<file path="src/rtl/ucode_sequencer_pkg.sv">
// rtl/ucode_sequencer_pkg.sv - libucode: sizes, sequencer state, UPC map, microcode ROM content (FPU entries under UCODE_FPU_EN)
package libucode;

   localparam int UC_NUPCMSB = 5;
   localparam int UC_NTHREAD = 64;

   typedef enum logic {
      UC_IDLE = 1'b0,
      UC_RUN  = 1'b1
   } ucseq_state_type;

   // Entry points of the microcoded instructions
   localparam int UPC_STD   = 1;
   localparam int UPC_LDD   = 4;
   localparam int UPC_SWAP  = 9;
   localparam int UPC_CASA  = 11;
   localparam int UPC_STF   = 16;
   localparam int UPC_STDF  = 18;
   localparam int UPC_STFSR = 21;
   localparam int UPC_LONG  = 48;

   typedef struct packed {
      logic        uend;
      logic        cwp_rs1;
      logic        cwp_rd;
      logic [31:0] inst;
   } microcode_out_type;

   function automatic microcode_out_type mk_entry(input logic uend, input logic cwp_rs1,
                                                  input logic cwp_rd, input logic [31:0] inst);
      microcode_out_type e;
      e.uend    = uend;
      e.cwp_rs1 = cwp_rs1;
      e.cwp_rd  = cwp_rd;
      e.inst    = inst;
      return e;
   endfunction

   function automatic logic is_fpu_upc(input logic [31:0] upc);
      return (upc == 32'(UPC_STF)) || (upc == 32'(UPC_STDF)) || (upc == 32'(UPC_STFSR));
   endfunction

   // Unpopulated addresses read as a terminating no-op so a stray start ends at once.
   // UPC_LONG runs to the top of the 64-entry map without an end marker.
   function automatic microcode_out_type ucode_rom_entry(input logic [31:0] upc);
      microcode_out_type e;
      e = mk_entry(1'b1, 1'b0, 1'b0, 32'h0000_0000);
      if ((upc >= 32'(UPC_LONG)) && (upc <= 32'd63)) begin
         e = mk_entry(1'b0, upc[0], upc[1], 32'h8000_0000 | upc);
      end else begin
         case (upc)
            32'd1:  e = mk_entry(1'b0, 1'b0, 1'b0, 32'hC438_2000);
            32'd2:  e = mk_entry(1'b1, 1'b0, 1'b0, 32'hC638_2004);
            32'd4:  e = mk_entry(1'b0, 1'b0, 1'b1, 32'hC418_0000);
            32'd5:  e = mk_entry(1'b1, 1'b0, 1'b1, 32'hC618_2004);
            32'd9:  e = mk_entry(1'b0, 1'b1, 1'b0, 32'hC248_0000);
            32'd10: e = mk_entry(1'b1, 1'b1, 1'b1, 32'hC228_0000);
            32'd11: e = mk_entry(1'b0, 1'b0, 1'b0, 32'h8210_0000);
            32'd12: e = mk_entry(1'b0, 1'b1, 1'b0, 32'hC3E0_4000);
            32'd13: e = mk_entry(1'b0, 1'b0, 1'b1, 32'h80A0_4001);
            32'd14: e = mk_entry(1'b1, 1'b0, 1'b1, 32'h8210_0002);
`ifdef UCODE_FPU_EN
            32'd16: e = mk_entry(1'b0, 1'b0, 1'b0, 32'hC120_0000);
            32'd17: e = mk_entry(1'b1, 1'b0, 1'b0, 32'hC120_2004);
            32'd18: e = mk_entry(1'b0, 1'b0, 1'b0, 32'hC138_0000);
            32'd19: e = mk_entry(1'b0, 1'b0, 1'b0, 32'hC338_2004);
            32'd20: e = mk_entry(1'b1, 1'b0, 1'b0, 32'h0100_0000);
            32'd21: e = mk_entry(1'b0, 1'b0, 1'b0, 32'hC128_0000);
            32'd22: e = mk_entry(1'b1, 1'b0, 1'b0, 32'h0100_0000);
`endif
            default: ;
         endcase
      end
      return e;
   endfunction

endpackage

</file>
<file path="src/rtl/ucode_sequencer_rom.sv">
// rtl/ucode_sequencer_rom.sv - ucode_rom: combinational micro-PC to microcode entry lookup
module ucode_rom
   import libucode::*;
#(
   parameter int NUPCMSB = UC_NUPCMSB
) (
   input  logic [NUPCMSB:0]   addr,
   output microcode_out_type  data
);

   // Pure table lookup; the sequencer registers the result
   always_comb begin
      data = ucode_rom_entry(32'(addr));
   end

endmodule

</file>
<file path="src/rtl/ucode_sequencer.sv">
// rtl/ucode_sequencer.sv - per-thread microcode sequencer, two-stage; FPU sequences enabled by UCODE_FPU_EN
module ucode_sequencer
   import libucode::*;
#(
   parameter int NTHREAD = UC_NTHREAD,
   parameter int NUPCMSB = UC_NUPCMSB
) (
   input  logic                        gclk,
   input  logic                        rstn,
   input  logic                        in_valid,
   input  logic [$clog2(NTHREAD)-1:0]  in_tid,
   input  logic                        in_start,
   input  logic [NUPCMSB:0]            in_upc,
   input  logic                        in_replay,
   input  logic                        in_flush,
   output logic                        out_valid,
   output logic [$clog2(NTHREAD)-1:0]  out_tid,
   output logic                        out_ucmode,
   output microcode_out_type           out_uc,
   output logic                        out_err,
   output logic [NTHREAD-1:0]          busy_mask
);

   localparam int TW = $clog2(NTHREAD);
   localparam logic [NUPCMSB:0] UPC_MAX = '1;
   localparam logic [NUPCMSB:0] UPC_ONE = {{NUPCMSB{1'b0}}, 1'b1};

   // Sampled slot
   logic              s_valid;
   logic [TW-1:0]     s_tid;
   logic              s_start;
   logic [NUPCMSB:0]  s_upc;
   logic              s_replay;
   logic              s_flush;

   // Per-thread context
   ucseq_state_type   thr_state [NTHREAD];
   logic [NUPCMSB:0]  thr_upc   [NTHREAD];

   ucseq_state_type   cur_state;
   logic [NUPCMSB:0]  cur_upc;
   ucseq_state_type   nxt_state;
   logic [NUPCMSB:0]  nxt_upc;
   logic              wr_en;
   logic              nxt_ucmode;
   logic              nxt_err;
   logic              fpu_blocked;
   logic [NUPCMSB:0]  rom_addr;
   microcode_out_type rom_data;

   // Input sampling stage
   always_ff @(posedge gclk or negedge rstn) begin
      if (!rstn) begin
         s_valid  <= 1'b0;
         s_tid    <= '0;
         s_start  <= 1'b0;
         s_upc    <= '0;
         s_replay <= 1'b0;
         s_flush  <= 1'b0;
      end else begin
         s_valid  <= in_valid;
         s_tid    <= in_tid;
         s_start  <= in_start;
         s_upc    <= in_upc;
         s_replay <= in_replay;
         s_flush  <= in_flush;
      end
   end

   // A running thread fetches from its own micro-PC, an idle one from the decode entry point
   always_comb begin
      cur_state = thr_state[s_tid];
      cur_upc   = thr_upc[s_tid];
      rom_addr  = (cur_state == UC_RUN) ? cur_upc : s_upc;
   end

   ucode_rom #(
      .NUPCMSB (NUPCMSB)
   ) u_rom (
      .addr (rom_addr),
      .data (rom_data)
   );

   // FPU entry points are refused when the FPU sequences are not built
   always_comb begin
`ifdef UCODE_FPU_EN
      fpu_blocked = 1'b0;
`else
      fpu_blocked = is_fpu_upc(32'(s_upc));
`endif
   end

   // Thread next-state and slot result: flush > replay > sequence/start
   always_comb begin
      nxt_state  = cur_state;
      nxt_upc    = cur_upc;
      wr_en      = 1'b0;
      nxt_ucmode = 1'b0;
      nxt_err    = 1'b0;
      if (s_valid) begin
         if (s_flush) begin
            wr_en     = 1'b1;
            nxt_state = UC_IDLE;
            nxt_upc   = '0;
         end else if (s_replay) begin
            wr_en = 1'b0;
         end else if (cur_state == UC_RUN) begin
            wr_en      = 1'b1;
            nxt_ucmode = 1'b1;
            nxt_err    = s_start;
            if (rom_data.uend) begin
               nxt_state = UC_IDLE;
               nxt_upc   = '0;
            end else if (cur_upc == UPC_MAX) begin
               nxt_err   = 1'b1;
               nxt_state = UC_IDLE;
               nxt_upc   = '0;
            end else begin
               nxt_upc = cur_upc + UPC_ONE;
            end
         end else if (s_start) begin
            if (fpu_blocked) begin
               nxt_err = 1'b1;
            end else begin
               wr_en      = 1'b1;
               nxt_ucmode = 1'b1;
               if (rom_data.uend) begin
                  nxt_state = UC_IDLE;
                  nxt_upc   = '0;
               end else if (s_upc == UPC_MAX) begin
                  nxt_err   = 1'b1;
                  nxt_state = UC_IDLE;
                  nxt_upc   = '0;
               end else begin
                  nxt_state = UC_RUN;
                  nxt_upc   = s_upc + UPC_ONE;
               end
            end
         end
      end
   end

   // Thread context update; reset aborts every sequence
   always_ff @(posedge gclk or negedge rstn) begin
      if (!rstn) begin
         for (int t = 0; t < NTHREAD; t++) begin
            thr_state[t] <= UC_IDLE;
            thr_upc[t]   <= '0;
         end
      end else if (wr_en) begin
         thr_state[s_tid] <= nxt_state;
         thr_upc[s_tid]   <= nxt_upc;
      end
   end

   // Registered slot result
   always_ff @(posedge gclk or negedge rstn) begin
      if (!rstn) begin
         out_valid  <= 1'b0;
         out_tid    <= '0;
         out_ucmode <= 1'b0;
         out_uc     <= '0;
         out_err    <= 1'b0;
      end else begin
         out_valid  <= s_valid;
         out_tid    <= s_tid;
         out_ucmode <= nxt_ucmode;
         out_uc     <= nxt_ucmode ? rom_data : '0;
         out_err    <= nxt_err;
      end
   end

   // Busy view straight off the context flops so reset clears it immediately
   always_comb begin
      busy_mask = '0;
      for (int t = 0; t < NTHREAD; t++) begin
         busy_mask[t] = (thr_state[t] == UC_RUN);
      end
   end

endmodule

</file>
<file path="config.mk">
export PLATFORM = sky130hd
export DESIGN_NAME = ucode_sequencer
export DESIGN_NICKNAME = d
export VERILOG_FILES = /design/src/rtl/ucode_sequencer_pkg.sv /design/src/rtl/ucode_sequencer_rom.sv /design/src/rtl/ucode_sequencer.sv
export SDC_FILE = /design/constraint.sdc
export NUM_CORES = 1
export LEC_CHECK = 0
export ABC_AREA = 1
export ABC_CLOCK_PERIOD_IN_PS = 6570
export CAP_MARGIN = 20
export CORE_MARGIN = 2
export CORE_UTILIZATION = 49
export CTS_BUF_LIST = sky130_fd_sc_hd__clkbuf_2 sky130_fd_sc_hd__clkbuf_4 sky130_fd_sc_hd__clkbuf_8
export CTS_CLUSTER_SIZE = 14
export DETAILED_ROUTE_END_ITERATION = 10
export PLACE_DENSITY_LB_ADDON = 0.15
export REMOVE_ABC_BUFFERS = 1
export SKIP_CTS_REPAIR_TIMING = 1
export SYNTH_ARGS = -nofsm -noshare
export SYNTH_HDL_FRONTEND = slang
export SYNTH_SLANG_ARGS = --single-unit
</file>
<file path="constraint.sdc">
create_clock -name gclk -period 6.57 [get_ports gclk]
set_clock_uncertainty 0.05 [all_clocks]
set_input_delay 1.314 -clock gclk [delete_from_list [all_inputs] [get_ports gclk]]
set_output_delay 1.314 -clock gclk [all_outputs]
set_load 0.1 [all_outputs]
</file>
# Word level (Yosys, flattened, before mapping)
# Cells that the tools add are included.
# totals
regBits	508
inputBits	18
out_inout_bits	108
word_cells	220
# classes
addsub	2
order_cmp	3
n_eq_ne	15
mux	54
bitwise	1
reduce_logical	3
# op_table
cell	count
384-bit bitwise mux	1
35-bit one-hot mux with 10 select lines	1
6-bit 2-to-1 mux	14
35-bit 2-to-1 mux	2
64-bit bitwise mux	1
6-bit binary-select mux with 6-bit select	1
6-bit demux with 6-bit select	1
6-bit by 4-bit equality test with 1-bit output (second input constant)	6
1-bit 2-to-1 mux	31
6-bit by 5-bit equality test with 1-bit output (second input constant)	3
6-bit by 1-bit adder with 6-bit output (second input constant)	2
6-bit by 3-bit equality test with 1-bit output (second input constant)	2
6-bit equality test (second input constant)	2
7-bit >= comparator (second input constant)	1
7-bit by 1-bit < comparator with 1-bit output (second input constant)	1
6-bit NOT with 7-bit output	1
1-bit binary-select mux with 6-bit select	1
1-bit demux with 6-bit select	1
6-bit by 1-bit equality test with 1-bit output (second input constant)	1
6-bit by 2-bit equality test with 1-bit output (second input constant)	1
6-bit >= comparator (second input constant)	1
1-bit logical OR	2
1-bit logical AND	1

# Depth between registers and ports, before layout
# depth
depth_word	16
depth_mapped	33
mapped_depth_nobuf	28

# Cells and area by module
# A second synthesis with hierarchy kept.
# unflattened
cells_unflattened	3533
area_unflattened_um2	24702.4
# by_module_without_submodules
mod	n_inst	cells_each	area_per_inst_um2	seq_area_each_um2
ucode_sequencer	1	3454	24295.8	12712.2
ucode_rom	1	79	406.6	0.0

# Least setup slack after synthesis
# No wires, ideal clock.
# synth_path
path_type	reg2reg
from	register thr_state, in the netlist busy_mask[40]
to	register thr_upc[237] in the netlist's numbering
setup_time_ns	0.117
arrival_ns	3.344
required_ns	6.403
setup_slack_ns	3.059
path_stages_with_launch	28
path_buffers	3
synth_period_minus_slack_ns	3.511
cell_sequence	dfrtp_1 > or2_2 > nand3_1 > nand2_1 > o21ai_1 > nand2_1 > nor2_4 > nand2_4 > buf_6 > nand3_1 > nand2_1 > and2_4 > nand3_1 > nand2_1 > nor2_4 > nand2_2 > nand2_1 > nand2_2 > buf_6 > nand2_1 > nand2_1 > nand2_1 > nand2_1 > nand2_1 > nand2_4 > buf_6 > nand2_1 > nand2_1
# synth_between
elab_chain_cells	15
elab_cells_between_ends	30
classes_between	1 x order compare; 10 x eq/ne; 19 x mux
# synth_lines
element	line	rtl
from (decl)	ucode_sequencer.sv:37	ucseq_state_type thr_state [NTHREAD];
from (signal, indexed assignment)	ucode_sequencer.sv:151	thr_state[s_tid] <= nxt_state;
1-bit binary-select mux with 6-bit select *	ucode_sequencer.sv:72	cur_state = thr_state[s_tid];
1-bit 2-to-1 mux (implied by the code) * (2 in series)	ucode_sequencer.sv:72	
6-bit 2-to-1 mux	ucode_sequencer.sv:74	rom_addr = (cur_state == UC_RUN) ? cur_upc : s_upc;
6-bit by 4-bit equality test with 1-bit output, or another cell as far along	ucode_sequencer_pkg.sv:51	case (upc)
35-bit one-hot mux with 10 select lines	ucode_sequencer_pkg.sv:51	
35-bit 2-to-1 mux	ucode_sequencer_pkg.sv:48	if ((upc >= 32'(UPC_LONG)) && (upc <= 32'd63)) begin
6-bit 2-to-1 mux	ucode_sequencer.sv:127	if (rom_data.uend) begin
6-bit 2-to-1 mux	ucode_sequencer.sv:122	if (fpu_blocked) begin
6-bit 2-to-1 mux	ucode_sequencer.sv:121	end else if (s_start) begin
6-bit 2-to-1 mux	ucode_sequencer.sv:107	end else if (cur_state == UC_RUN) begin
6-bit 2-to-1 mux	ucode_sequencer.sv:105	end else if (s_replay) begin
6-bit 2-to-1 mux	ucode_sequencer.sv:101	if (s_flush) begin
6-bit 2-to-1 mux	ucode_sequencer.sv:100	if (s_valid) begin
384-bit bitwise mux	ucode_sequencer.sv:152	thr_upc[s_tid] <= nxt_upc;
to (signal, indexed assignment)	ucode_sequencer.sv:152	
to (decl)	ucode_sequencer.sv:38	logic [NUPCMSB:0] thr_upc [NTHREAD];
# Every way passes the cells marked *; elsewhere a longest branch is shown, timed or not. The select of a mux whose other input is x is not followed.
# A chain may end at the register's enable or synchronous reset.

# Worst setup path in the final report
# layout_path
from	register s_tid[1]
to	register thr_upc[278] in the netlist's numbering
# layout_between
elab_chain_cells	16
elab_cells_between_ends	42
classes_between	1 x add/sub; 3 x order compare; 11 x eq/ne; 25 x mux; 1 x bitwise; 1 x reduce/logical
# layout_lines
element	line	rtl
from (decl)	ucode_sequencer.sv:30	logic [TW-1:0] s_tid;
from (signal assigned)	ucode_sequencer.sv:62	s_tid <= in_tid;
6-bit NOT with 7-bit output (implied by the code) *	ucode_sequencer.sv:72, ucode_sequencer.sv:73, ucode_sequencer.sv:152	
6-bit binary-select mux with 6-bit select or 1-bit binary-select mux with 6-bit select (tied branches)	ucode_sequencer.sv:73, ucode_sequencer.sv:72	
6-bit 2-to-1 mux (implied by the code) or 1-bit 2-to-1 mux (tied branches) (2 in series)	ucode_sequencer.sv:73, ucode_sequencer.sv:72	
6-bit 2-to-1 mux	ucode_sequencer.sv:74	
6-bit by 4-bit equality test with 1-bit output, or another cell as far along	ucode_sequencer_pkg.sv:51	
35-bit one-hot mux with 10 select lines	ucode_sequencer_pkg.sv:51	
35-bit 2-to-1 mux	ucode_sequencer_pkg.sv:48	
6-bit 2-to-1 mux	ucode_sequencer.sv:127	
6-bit 2-to-1 mux	ucode_sequencer.sv:122	
6-bit 2-to-1 mux	ucode_sequencer.sv:121	
6-bit 2-to-1 mux	ucode_sequencer.sv:107	
6-bit 2-to-1 mux	ucode_sequencer.sv:105	
6-bit 2-to-1 mux	ucode_sequencer.sv:101	
6-bit 2-to-1 mux	ucode_sequencer.sv:100	
384-bit bitwise mux	ucode_sequencer.sv:152	
# Marks and branches as above.

==> flow_metrics.py <==
metrics = {
    "detailed_routing": {
        "ant_nets": 0,
        "dr.pass1.iters": 7,
        "wire_per_inst_um": 17.17,
        "viasPerCell": 5.068,
        "drc": 0,
        "wl_mm": 76.78,
        "vias": 22660,
        "drt_iter0_markers": 2264,
    },
    "sta": {
        "hold_violations": 0,
        "post-route-period-util_pct": 81.68,
        "whs_ns": 0.4219,
        "rsz0062_at_grt": "no",
        "worstMarginPinSlew_ns": 1.036,
        "setup_violations": 0,
        "period_minus_slack_ns": 5.366,
        "slew_violations": 0,
        "max_freq_mhz": 186.3,
        "relSlewSlack_pct": 30.73,
    },
    "setup_path": {
        "crit_buf_inv": 2,
        "cp-start-kind": "flip-flop",
        "cpMaxStageDelayCell": "dfrtp_2",
        "crit_required_ns": 7.10,
        "setup.worst_path.end_class": "flip-flop",
        "cpLargestDelayFamily": "simple AND/OR/NAND/NOR gates",
        "worstPathMaxFanout": 38,
        "cp_slowest_stage_delay_ns": 1.03,
        "critical_path.most_common_cell": "nand2_1",
        "critPathLaunch": "s_tid[1]",
        "path_class": "flip-flop to flip-flop",
        "arrival_ns": 5.89,
        "reg2reg_from": "s_tid[1]",
    },
    "worst_hold_path": {
        "hp-class": "flip-flop to flip-flop",
        "hp-start": "thr_upc[335]",
    },
    "power_and_ir_drop": {
        "ir_worst_vdd_mv": 0.1436,
        "power-per-cell-area_nw_per_um2": 254.1,
        "static-leakage-power_nw": 15.81,
        "p_total_mw": 7.287,
    },
    "global_route": {
        "antenna_found_initial": 2,
        "top_usage_layer": "met2",
        "met2_usage_pct": 44.81,
        "grt_first_pass_wirelength_mm": 122.9,
        "grtUsageTotal_pct": 29.29,
        "overflow": 0,
        "grt_max_degree": 108,
        "grtUsageMet3_pct": 5.476,
        "grt_pass1_vias": 21510,
        "use_met1_pct": 41.80,
    },
    "job": {
        "cap_viol_max_count": 0,
    },
    "die": {
        "coreArea_um2": 51410,
        "fp.dieArea_um2": 53860,
        "pin_count": 126,
        "start_util_pct": 49.59,
        "die_w_um": 232.1,
        "rows": 83,
        "die_h_um": 232.1,
    },
    "layout": {
        "nets": 3752,
        "final_layout_size_suffix_gt1_share_pct": 7.493,
        "syn_to_final_growth_pct": 12.52,
        "fin_util_pct": 55.79,
        "fillerInstances": 5025,
    },
    "clock_network": {
        "htree_levels": 3,
        "cts_buffers": 85,
        "ctsLongestPathBuffers": 3,
        "insertion_delay_ns": 0.70,
        "numClockSinks": 492,
        "cts_tree": "done",
        "cts-root-buf": "clkbuf_8",
        "clk_pin_slew_ns": 0.06,
    },
    "yosys": {
        "synth_fa_ha_area_share_pct": 0.2454,
        "synth.top_cell.area_share_pct": 48.30,
        "ys_warn_count": 0,
        "synth_xor_area_share_pct": 0.1374,
        "synth_edf_count": 0,
        "async_flop_share_pct": 100.0,
        "muxShareOfSynthArea_pct": 0,
        "synthTopCellsByArea": "dfrtp_1 (48%), nand2_1 (30%), inv_1 (5.4%)",
        "synth_top_area_cell": "dfrtp_1",
        "yosysSeqAreaShare_pct": 48.30,
        "yosys.area_share.simple_pct": 38.51,
        "synth_compound_area_share_pct": 2.940,
        "synth_top_flop_cell": "dfrtp_1",
        "synth-seq-cells": 492,
        "ys_types": 41,
        "synth_top_family_by_area": "simple AND/OR/NAND/NOR gates",
        "syn_area_um2": 25490,
        "syn_inst": 3609,
        "synth_commonest_cells": "nand2_1 (2,035), dfrtp_1 (492), inv_1 (366)",
        "post-synth-top-count-cell": "nand2_1",
        "postSynthAreaPerCell_um2": 7.063,
    },
    "placed_design": {
        "dp_hpwl_mm": 49.39,
        "gp_congestion": 0.8774,
        "io_buffers": 111,
    },
    "status": {
        "outcome": "finished clean",
    },
}
layer usage:
metal	wire, µm	part of all wire, %
met3	5614	7.3
met4	2441	3.2
met1	34760	45
met2	33960	44
met5	7	0.0091
cell usage in the layout, fill, tap and decap left out, types with 14 or more instances in the layout:
| master | instances |
|---|---|
| conb_1 | 14 |
| inv_1 | 366 |
| buf_4 | 39 |
| o21ai_0 | 28 |
| dfrtp_1 | 490 |
| nand2_2 | 14 |
| clkdlybuf4s50_1 | 110 |
| nor2_1 | 150 |
| nand2_1 | 2035 |
| nand3_1 | 158 |
| nor3_2 | 24 |
| o21ai_1 | 85 |
| clkbuf_8 | 105 |
| clkbuf_4 | 29 |
kinds of logic (layout without fill, tap and decap cells):
| kind of cell | Yosys count | in the layout |
|---|---|---|
| and+or+nand+nor | 2446 | 2446 |
| other | 1 | 15 |
| DFF | 492 | 492 |
| adders and majority gates | 5 | 5 |
| AOI/OAI and AO/OA | 139 | 139 |
| xor gates and xnor gates | 4 | 4 |
| buffers and inverters | 522 | 690 |
final cells by class:
cell class	instances	area (µm²)	area share (%)
multi-input combinational	2608	10720	37.36
clock buffer	134	1663	5.798
clock inverter	14	83.83	0.2923
sequential	492	12320	42.94
antenna	1	2.502	0.008725
inverter	382	1439	5.017
timing repair buffer	160	1609	5.610
tap	680	850.8	2.966
metrics by stage:
stage / instances / cell area (µm²) / setup TNS, ns / worst slack [ns]
6_report: 4471 / 28680 / 0 / 1.204
5_1_grt: 4470 / 28680 / 0 / 0.8485
4_1_cts: 4469 / 28660 / 0 / 1.300
3_5_place_dp: 4321 / 26910 / 0 / 1.317
3_3_place_gp: 4321 / 26910 / 0 / 1.400
2_1_floorplan: 3482 / 24460 / -1175.27 / -2.711
registers in the layout, indices dropped and copies added, names as in the netlist, 6 cells and up:
name and cells:
busy_mask 64, out_tid 6, thr_upc 384, s_tid 6, s_upc 6, out_uc 19
power by group:
part / internal (mW) / total [mW] / switching, mW
combinational: 0.269 / 1.10 / 0.827
sequential: 3.18 / 3.28 / 0.103
clock: 1.60 / 2.91 / 1.31
total: 5.05 / 7.29 / 2.24
worst reg2reg max path, stage by stage, from the launching register on:
cell and delay (ns):
dfrtp_2 1.03, nor2_4 0.28, buf_4 0.33, nand3_1 0.13
nand2_1 0.06, o21ai_1 0.20, nand2_1 0.21, nor2_4 0.36
nand2_4 0.23, nand2_1 0.12, nand2_1 0.14, and2_4 0.21
nand3_1 0.10, nand2_1 0.10, nor2_4 0.15, nand2_2 0.07
nand2_1 0.07, nand2_2 0.14, nand2_1 0.10, nand2_1 0.05
nand2_1 0.06, nand2_1 0.05, nand2_1 0.11, nand2_4 0.37
buf_4 0.40, nand2_1 0.08, nand2_1 0.06
final timing paths:
check	to	slack (ns)	cells after the start
max	thr_upc[278]	1.20	26
min	thr_upc[335]	0.42	2
max reg2reg	thr_upc[278]	1.20	26
min reg2reg	thr_upc[335]	0.42	2
max in group asynchronous	thr_upc[318]	4.42	2
min in group asynchronous	thr_upc[164]	0.63	1
(Power assumes the default switching activity.)
